--- config.mk ---
export PLATFORM = sky130hd
export DESIGN_NAME = sparse_flag_encoder
export DESIGN_NICKNAME = d
export VERILOG_FILES = /design/src/rtl/sparse_flag_encoder_pkg.sv /design/src/rtl/sparse_skid_reg.sv /design/src/rtl/sparse_flag_encoder.sv
export SDC_FILE = /design/constraint.sdc
export NUM_CORES = 1
export LEC_CHECK = 0
export CORE_MARGIN = 1
export CORE_UTILIZATION = 35
export DETAILED_ROUTE_END_ITERATION = 7
export GPL_TIMING_DRIVEN = 0
export SYNTH_ARGS = -nofsm -noshare
export SYNTH_HDL_FRONTEND = slang
export SYNTH_HIERARCHICAL = 1
export SYNTH_SLANG_ARGS = --single-unit
--- constraint.sdc ---
create_clock -name clk -period 4.9 [get_ports clk]
set_input_delay 0.98 -clock clk [delete_from_list [all_inputs] [get_ports clk]]
set_output_delay 0.98 -clock clk [all_outputs]
set_load 0.005 [all_outputs]
--- src/rtl/sparse_flag_encoder_pkg.sv ---
// Shared constants, log helper and FSM encoding for the sparse flag encoder.
package sparse_flag_encoder_pkg;

    localparam int DEF_DATA_WIDTH = 32;
    localparam int DEF_VAL_WIDTH  = 8;

    function automatic int C_LOG_2(input int n);
        return $clog2(n);
    endfunction

    typedef enum logic {
        ST_COLLECT = 1'b0,
        ST_HOLD    = 1'b1
    } enc_state_t;

endpackage

--- src/rtl/sparse_skid_reg.sv ---
// One-entry valid/ready output register; a load always wins over a same-cycle drain.
module sparse_skid_reg #(
    parameter int WIDTH = 8
) (
    input  logic             clk,
    input  logic             rst,
    input  logic             i_load,
    input  logic [WIDTH-1:0] i_data,
    input  logic             i_rdy,
    output logic [WIDTH-1:0] o_data,
    output logic             o_val
);

    logic [WIDTH-1:0] r_data;
    logic             r_val;

    always_ff @(posedge clk or posedge rst) begin
        if (rst) begin
            r_data <= '0;
            r_val  <= 1'b0;
        end else begin
            if (i_load) begin
                r_data <= i_data;
                r_val  <= 1'b1;
            end else if (i_rdy) begin
                r_val  <= 1'b0;
            end
        end
    end

    assign o_data = r_data;
    assign o_val  = r_val;

endmodule

--- src/rtl/sparse_flag_encoder.sv ---
// Dense-to-sparse encoder: builds a per-group nonzero flag word and a compacted
// stream of nonzero channel values, ch0 first.
module sparse_flag_encoder
    import sparse_flag_encoder_pkg::*;
#(
    parameter int DATA_WIDTH = DEF_DATA_WIDTH,
    parameter int VAL_WIDTH  = DEF_VAL_WIDTH
) (
    input  logic                           clk,
    input  logic                           rst,
    input  logic                           I_Sta,
    input  logic                           I_Val,
    input  logic [VAL_WIDTH-1:0]           I_Data,
    output logic                           O_Rdy,
    output logic [VAL_WIDTH-1:0]           O_Dat,
    output logic                           O_Dat_Val,
    input  logic                           I_Dat_Rdy,
    output logic [DATA_WIDTH-1:0]          O_Flag,
    output logic [C_LOG_2(DATA_WIDTH):0]   O_NzCnt,
    output logic                           O_Flag_Val,
    input  logic                           I_Flag_Rdy
);

    localparam int CW = C_LOG_2(DATA_WIDTH);
    localparam int FW = DATA_WIDTH + CW + 1;

    logic [CW-1:0]         r_ch_cnt;
    logic [DATA_WIDTH-1:0] r_flag_acc;
    logic [CW:0]           r_nz_acc;
    enc_state_t            r_state;
    enc_state_t            w_state_next;
    logic                  w_hold;

    logic [CW-1:0]         w_ch;
    logic [DATA_WIDTH-1:0] w_flag_base;
    logic [CW:0]           w_nz_base;
    logic [DATA_WIDTH-1:0] w_flag_next;
    logic [CW:0]           w_nz_next;
    logic                  w_nz;
    logic                  w_last;
    logic                  w_accept;
    logic                  w_flag_stall;
    logic [FW-1:0]         w_flag_pkt;
    logic [FW-1:0]         w_flag_out;

    // I_Sta clears the group in the same cycle, so a coincident beat lands as ch0.
    assign w_ch        = I_Sta ? '0 : r_ch_cnt;
    assign w_flag_base = I_Sta ? '0 : r_flag_acc;
    assign w_nz_base   = I_Sta ? '0 : r_nz_acc;
    assign w_nz        = (I_Data != '0);
    assign w_last      = (w_ch == CW'(DATA_WIDTH - 1));
    assign w_nz_next   = w_nz_base + {{CW{1'b0}}, w_nz};

    // Channel k maps to bit DATA_WIDTH-1-k, which is simply ~k at this width.
    always_comb begin
        w_flag_next        = w_flag_base;
        w_flag_next[~w_ch] = w_nz;
    end

    assign w_flag_stall = w_last && O_Flag_Val && !I_Flag_Rdy;
    assign O_Rdy        = !rst && !w_hold && (!O_Dat_Val || I_Dat_Rdy) && !w_flag_stall;
    assign w_accept     = I_Val && O_Rdy;

    always_ff @(posedge clk or posedge rst) begin
        if (rst) begin
            r_ch_cnt   <= '0;
            r_flag_acc <= '0;
            r_nz_acc   <= '0;
        end else if (w_accept) begin
            if (w_last) begin
                r_ch_cnt   <= '0;
                r_flag_acc <= '0;
                r_nz_acc   <= '0;
            end else begin
                r_ch_cnt   <= w_ch + 1'b1;
                r_flag_acc <= w_flag_next;
                r_nz_acc   <= w_nz_next;
            end
        end else if (I_Sta) begin
            r_ch_cnt   <= '0;
            r_flag_acc <= '0;
            r_nz_acc   <= '0;
        end
    end

    always_ff @(posedge clk or posedge rst) begin
        if (rst) r_state <= ST_COLLECT;
        else     r_state <= w_state_next;
    end

    always_comb begin
        w_state_next = r_state;
        case (r_state)
            ST_COLLECT: if (w_accept && w_last && O_Flag_Val && !I_Flag_Rdy) w_state_next = ST_HOLD;
            ST_HOLD:    if (I_Flag_Rdy) w_state_next = ST_COLLECT;
            default:    w_state_next = ST_COLLECT;
        endcase
    end

    always_comb begin
        w_hold = (r_state == ST_HOLD);
    end

    // The ready gating makes HOLD unreachable; this guards that invariant.
    a_no_hold: assert property (@(posedge clk) disable iff (rst) r_state == ST_COLLECT);

    sparse_skid_reg #(.WIDTH(VAL_WIDTH)) u_dat_reg (
        .clk    (clk),
        .rst    (rst),
        .i_load (w_accept && w_nz),
        .i_data (I_Data),
        .i_rdy  (I_Dat_Rdy),
        .o_data (O_Dat),
        .o_val  (O_Dat_Val)
    );

    assign w_flag_pkt = {w_flag_next, w_nz_next};

    sparse_skid_reg #(.WIDTH(FW)) u_flag_reg (
        .clk    (clk),
        .rst    (rst),
        .i_load (w_accept && w_last),
        .i_data (w_flag_pkt),
        .i_rdy  (I_Flag_Rdy),
        .o_data (w_flag_out),
        .o_val  (O_Flag_Val)
    );

    assign O_Flag  = w_flag_out[FW-1:CW+1];
    assign O_NzCnt = w_flag_out[CW:0];

endmodule

# After elaboration in Yosys (flattened, before gate mapping)

Index checks and enable logic that the tools add are counted.

Mux-type cells: 19
Add/sub/neg operators: 2
Magnitude comparators: 2
Multiply operators: 0
Eq/ne operators: 1
Bitwise operators: 2
Shifts and indexed selects: 0
Div/mod/pow operators: 0
Reduce and logical (&&, ||, !) cells: 20

Operator list:

| cell                                                                                 | number |
|---|---|
| 32-bit 2-to-1 mux                                                                    | 3 |
| 32-bit bitwise mux                                                                   | 1 |
| 6-bit 2-to-1 mux                                                                     | 3 |
| 5-bit 2-to-1 mux                                                                     | 3 |
| 1-bit logical AND                                                                    | 11 |
| 8-bit nonzero test                                                                   | 1 |
| 1-bit 2-to-1 mux                                                                     | 7 |
| 6-bit by 1-bit adder with 6-bit output                                               | 1 |
| 5-bit by 6-bit less-than comparator with 1-bit output (second input constant)        | 1 |
| 5-bit by 1-bit adder with 5-bit output (second input constant)                       | 1 |
| 1-bit demux with 5-bit select                                                        | 1 |
| 5-bit equality test (second input constant)                                          | 1 |
| 5-bit by 1-bit greater-or-equal comparator with 1-bit output (second input constant) | 1 |
| 1-bit logical NOT                                                                    | 5 |
| 5-bit NOT                                                                            | 1 |
| 2-bit nonzero test                                                                   | 2 |
| 1-bit case mux with 2 select lines                                                   | 1 |
| 1-bit logical OR                                                                     | 1 |
| 1-bit NOT                                                                            | 1 |

Memory bits (read-only): 0
Output and inout port bits: 49
Memories: 0
Register bits after elaboration: 92
Memory bits (writable): 0
Latch bits: 0
Logic and storage cells: 54

# Depth between registers and ports, before layout

Word-level depth: 12
Mapped depth: 15
Depth with buffers taken out: 9

# Modules after synthesis

The synthesis kept the hierarchy.

Modules (own cells, without submodules):

| module                        | times used | area each (um^2) | cells each |
|---|---|---|---|
| sparse_flag_encoder           | 1          | 2777.7           | 281 |
| sparse_skid_reg at u_flag_reg | 1          | 1490.2           | 84 |
| sparse_skid_reg at u_dat_reg  | 1          | 372.9            | 21 |

# Worst setup path before layout

Ideal clock, no wire load.

Path kind: input-to-reg
Start point: input port I_Sta
End point: register u_flag_reg.r_data[15], in the netlist u_flag_reg/o_data[15]
Stages: 15
Path slack: 1.330 ns
Arrival time: 3.445 ns
Buffers on the path: 6
Cell sequence: buf_6 -> buf_2 -> nand2b_1 -> inv_1 -> ha_1 -> buf_2 -> and3_1 -> ha_1 -> nand3b_1 -> and4b_1 -> buf_2 -> and2_1 -> buf_6 -> buf_6 -> mux2_4

Cells in the longest elaborated chain, start to end: 8

Ends and longest elaborated chain:

| element                                                                                       | line                      | RTL |
|---|---|---|
| start, declared                                                                               | sparse_flag_encoder.sv:11 | `input logic I_Sta,` |
| branches (longest 8 deep; another with 5-bit by 6-bit less-than comparator with 1-bit output) | -                         |  |
| end signal, assigned                                                                          | sparse_skid_reg.sv:23     | `r_data <= i_data;` |
| end, declared                                                                                 | sparse_skid_reg.sv:14     | `logic [WIDTH-1:0] r_data;` |

Parallel ways; which one is timed is not known.
A chain may end at the register's enable or synchronous reset.

# Worst setup path after layout

Start point: input port I_Sta
End point: output port O_Rdy

Cells in the longest elaborated chain, start to end: 6

Ends and longest elaborated chain:

| element                        | line                      | RTL |
|---|---|---|
| 5-bit 2-to-1 mux               | -                         |  |
| 5-bit equality test            | sparse_flag_encoder.sv:51 | `assign w_last = (w_ch == CW'(DATA_WIDTH - 1));` |
| 1-bit logical AND (2 in a row) | sparse_flag_encoder.sv:60 | `assign w_flag_stall = w_last && O_Flag_Val && !I_Flag_Rdy;` |
| 1-bit logical NOT              | sparse_flag_encoder.sv:61 | `assign O_Rdy = !rst && !w_hold && (!O_Dat_Val \|\| I_Dat_Rdy) && !w_flag_stall;` |
| 1-bit logical AND              | sparse_flag_encoder.sv:61 |  |
| end, declared                  | sparse_flag_encoder.sv:14 | `output logic O_Rdy,` |

No other way between the ends.

==> results.cfg <==
[power_and_ir_drop]
p_seq_frac = 0.469
power_density_mw_per_mm2 = 288
swShare = 0.218
combPwrFrac = 0.084
p_int_w = 0.00131
ir_drop_v = 0.000140
switchingPower_w = 0.000366
p_leak_nw = 2.74
pwr-share-clk = 0.447

[placed_design]
routabilityCongestion = 0.781
io_buffers = 62
place_inst = 621
dpl.hpwl_microns = 7040

[finish]
n_fill_cell = 1187
n_antenna_cell = 0
regArea_sq_mm = 0.00230
multiInputGateArea_sq_mm = 0.00214
nets = 480
final_cells = 636
drive_gt1_frac = 0.200
area_delta_synth_final_pct = 25.2
fin_util = 0.455

[worst_setup_path]
endpoint_kind = output pin
critPathKind = input port to output pin
timing.rr.start = r_ch_cnt[0]
crit_arrival_ps = 3590
crit_end = O_Rdy
worstPathRequired_ps = 3920
reg2reg_depth = 12
crit_start = I_Sta
worst-path-max-fanout = 19
reg2reg_slack_ps = 1680
cp-start-kind = input port
r2r_end = u_flag_reg/o_data[23]

[timing]
hold_viol_final = 0
timing.fmax_mhz = 219
clock_skew_ps = 9.07
rsz0062_at_grt = no
slew_headroom = 0.435
tightest_slew_ps = 846
hold_slack_ps = 503
report.final.slew_viol_count = 0
setup_viol_count_final = 0
min_period_over_period = 0.934
fin_crit_ps = 4570

[die]
core_area_sq_mm = 0.0128
rows = 41
dieWidth_microns = 117
ioPinCount = 63
start_util = 0.363
die_h_microns = 117
die-area_sq_mm = 0.0137

[clock_network]
cts_buffers = 9
cts_hold_buffers = 0
clockRootBuffer = clkbuf_16
cts.clk_slew.worst_paths_ps = 60
clock_sinks = 92
htreeDepth = 3
cts_tree = yes
cts.path.max_buffers = 2
clk_latency_ps = 350
post_cts_buffers = 0

[logic_synthesis]
synth-edff-count = 0
avgSynthCellArea_sq_um = 12.0
yosysUniqueCellTypes = 43
yosysWarnings = 6
syn_area_sq_mm = 0.00464
synthFlopType = dfrtp_1
async_reset_ff_frac = 1.00
synth_fp_nets = 407
synth-seq-area-share = 0.496
synthCells = 386
yosys_register_bits = 92

[detailed_routing]
antenna_left = 0
avgRoutedWirePerCell_microns = 15.9
routed_via_density = 5.05
wl_microns = 10100
vias = 3209
dr.first_iter.drc_count = 142
post-route-drc-count = 0
dr.pass1.iters = 4

[run_status]
status = completed

[global_route]
grt_antenna_before_repair = 0
grt_pass1_vias = 3332
grt_overflow = 0
grt_pass1_wl_microns = 16900
grt_max_degree = 40
grt_util_all_layers = 0.164

[hold_path]
hold_path_depth = 1
min_path_type = flop to flop

[run]
maxCapViolations = 0
==> power by group through the flow <==
stage               clock, W  sequential [W]  combinational (W)
finish              0.000748        0.000786           0.000141
global route        0.000799        0.000787           0.000157
CTS                 0.000774        0.000786           0.000145
detailed placement         0        0.000800           0.000144
global placement           0        0.000799           0.000141
floorplan                  0        0.000800          0.0000770
==> worst min path at each step <==
stage / start / to / slack (ps)
floorplan: r_state / r_state / 470
global placement: r_state / r_state / 490
detailed placement: r_state / r_state / 490
CTS: r_state / r_state / 510
global route: u_flag_reg/o_data[9] / u_flag_reg/o_data[9] / 520
finish: r_state / r_state / 500
==> cell usage after synthesis, types with 3 or more instances <==
| cell | number | area share |
|---|---|---|
| buf_2 | 8 | 0.0086 |
| nand3b_1 | 3 | 0.0049 |
| a21oi_1 | 6 | 0.0065 |
| o2bb2ai_1 | 27 | 0.051 |
| o21ai_0 | 9 | 0.0097 |
| nor2_1 | 7 | 0.0057 |
| buf_4 | 3 | 0.0049 |
| mux2i_1 | 31 | 0.067 |
| ha_1 | 7 | 0.019 |
| mux2_4 | 17 | 0.055 |
| inv_1 | 8 | 0.0065 |
| mux2_2 | 30 | 0.073 |
| buf_6 | 4 | 0.0097 |
| clkbuf_1 | 9 | 0.0073 |
| nand2b_1 | 36 | 0.049 |
| nor4b_4 | 3 | 0.015 |
| dfrtp_1 | 92 | 0.50 |
| o22ai_1 | 3 | 0.0040 |
| nand2_1 | 34 | 0.028 |
| clkbuf_2 | 5 | 0.0054 |
| and4bb_2 | 4 | 0.011 |
| nand4b_1 | 3 | 0.0057 |
| a22o_1 | 3 | 0.0057 |
| nor2b_1 | 8 | 0.011 |
==> what timing repair did <==
item,4_1_cts,5_1_grt
gates resized for setup,1,0
pin swaps,0,0
setup endpoints to repair,1,1
==> per-stage QoR <==
stage / TNS (ps) / total power (W) / setup WS (ps) / cell area (sq um)
after floorplan: 0 / 0.000877 / 1330 / 4640
after detailed placement: -136 / 0.000944 / -136 / 5500
after CTS: 0 / 0.00171 / 126 / 5810
after global placement: -129 / 0.000941 / -129 / 5480
final: 0 / 0.00168 / 325 / 5810
after global routing: 0 / 0.00174 / 164 / 5810
==> layout make-up <==
class,instances,area share
repair buffers,63,0.110
multi-input cells,256,0.368
clock inverters,4,0.0125
clock buffers,12,0.0424
plain buffers,29,0.0284
flip-flops and latches,92,0.396
inverters,8,0.00517
well taps,172,0.0370
==> kinds of logic after synthesis <==
kind of cell,after synthesis,share of synthesized area
simple gates,111,0.148
flops,92,0.496
mux,79,0.198
compound gates,56,0.0906
buf+inv,38,0.0431
fa+ha+maj,7,0.0189
xor+xnor,3,0.00566
==> critical path, cell delays in order <==
cell and delay [ps]:
dlygate4sd2_1 340, buf_6 240, nand2b_1 190, inv_1 80, ha_1 240, buf_2 210, and3_1 190, ha_1 280
nand3b_1 150, and3b_1 180, clkdlybuf4s50_1 500
==> per-layer routing <==
metal / GRT usage / wire length (microns) / up-vias
li1: - / - / 1509
met1: 0.220 / 4840 / 1638
met2: 0.260 / 4780 / 52
met3: 0.0422 / 343 / 10
met4: 0.0515 / 148 / 0
met5: 0 / 0 / -
==> registers in the layout, summed over array words and instances, names as in the netlist <==
signal,flops
u_dat_reg/o_val,1
r_nz_acc,6
u_flag_reg/o_val,1
r_state,1
r_ch_cnt,5
r_flag_acc,32
u_flag_reg/o_data,38
u_dat_reg/o_data,8
==> placed cells by master (no fill, tap or decap), types with 2 or more instances in the layout <==
master,synthesis,layout
inv_1,8,6
nor2b_1,8,8
nand3_1,2,2
nand4b_1,3,3
nor4b_4,3,3
nand2_1,34,34
and4bb_2,4,4
o21ai_0,9,9
mux2_4,17,17
a21oi_1,6,6
o32ai_1,2,2
inv_2,0,2
o2bb2ai_1,27,27
and4b_1,2,2
o22ai_1,3,3
dfrtp_1,92,92
and2_1,2,2
mux2_2,30,30
clkbuf_2,5,5
nand3b_1,3,3
nor4_1,2,2
ha_1,7,7
xnor2_1,2,2
bufinv_16,0,2
clkbuf_16,0,9
a22o_1,3,3
nand2b_1,36,36
and3_1,2,2
buf_2,8,7
mux2i_1,31,31
clkbuf_1,9,11
clkdlybuf4s50_1,0,61
buf_4,3,3
nor2_1,7,7
buf_6,4,4
No activity file was read; power rests on OpenSTA's default activity.
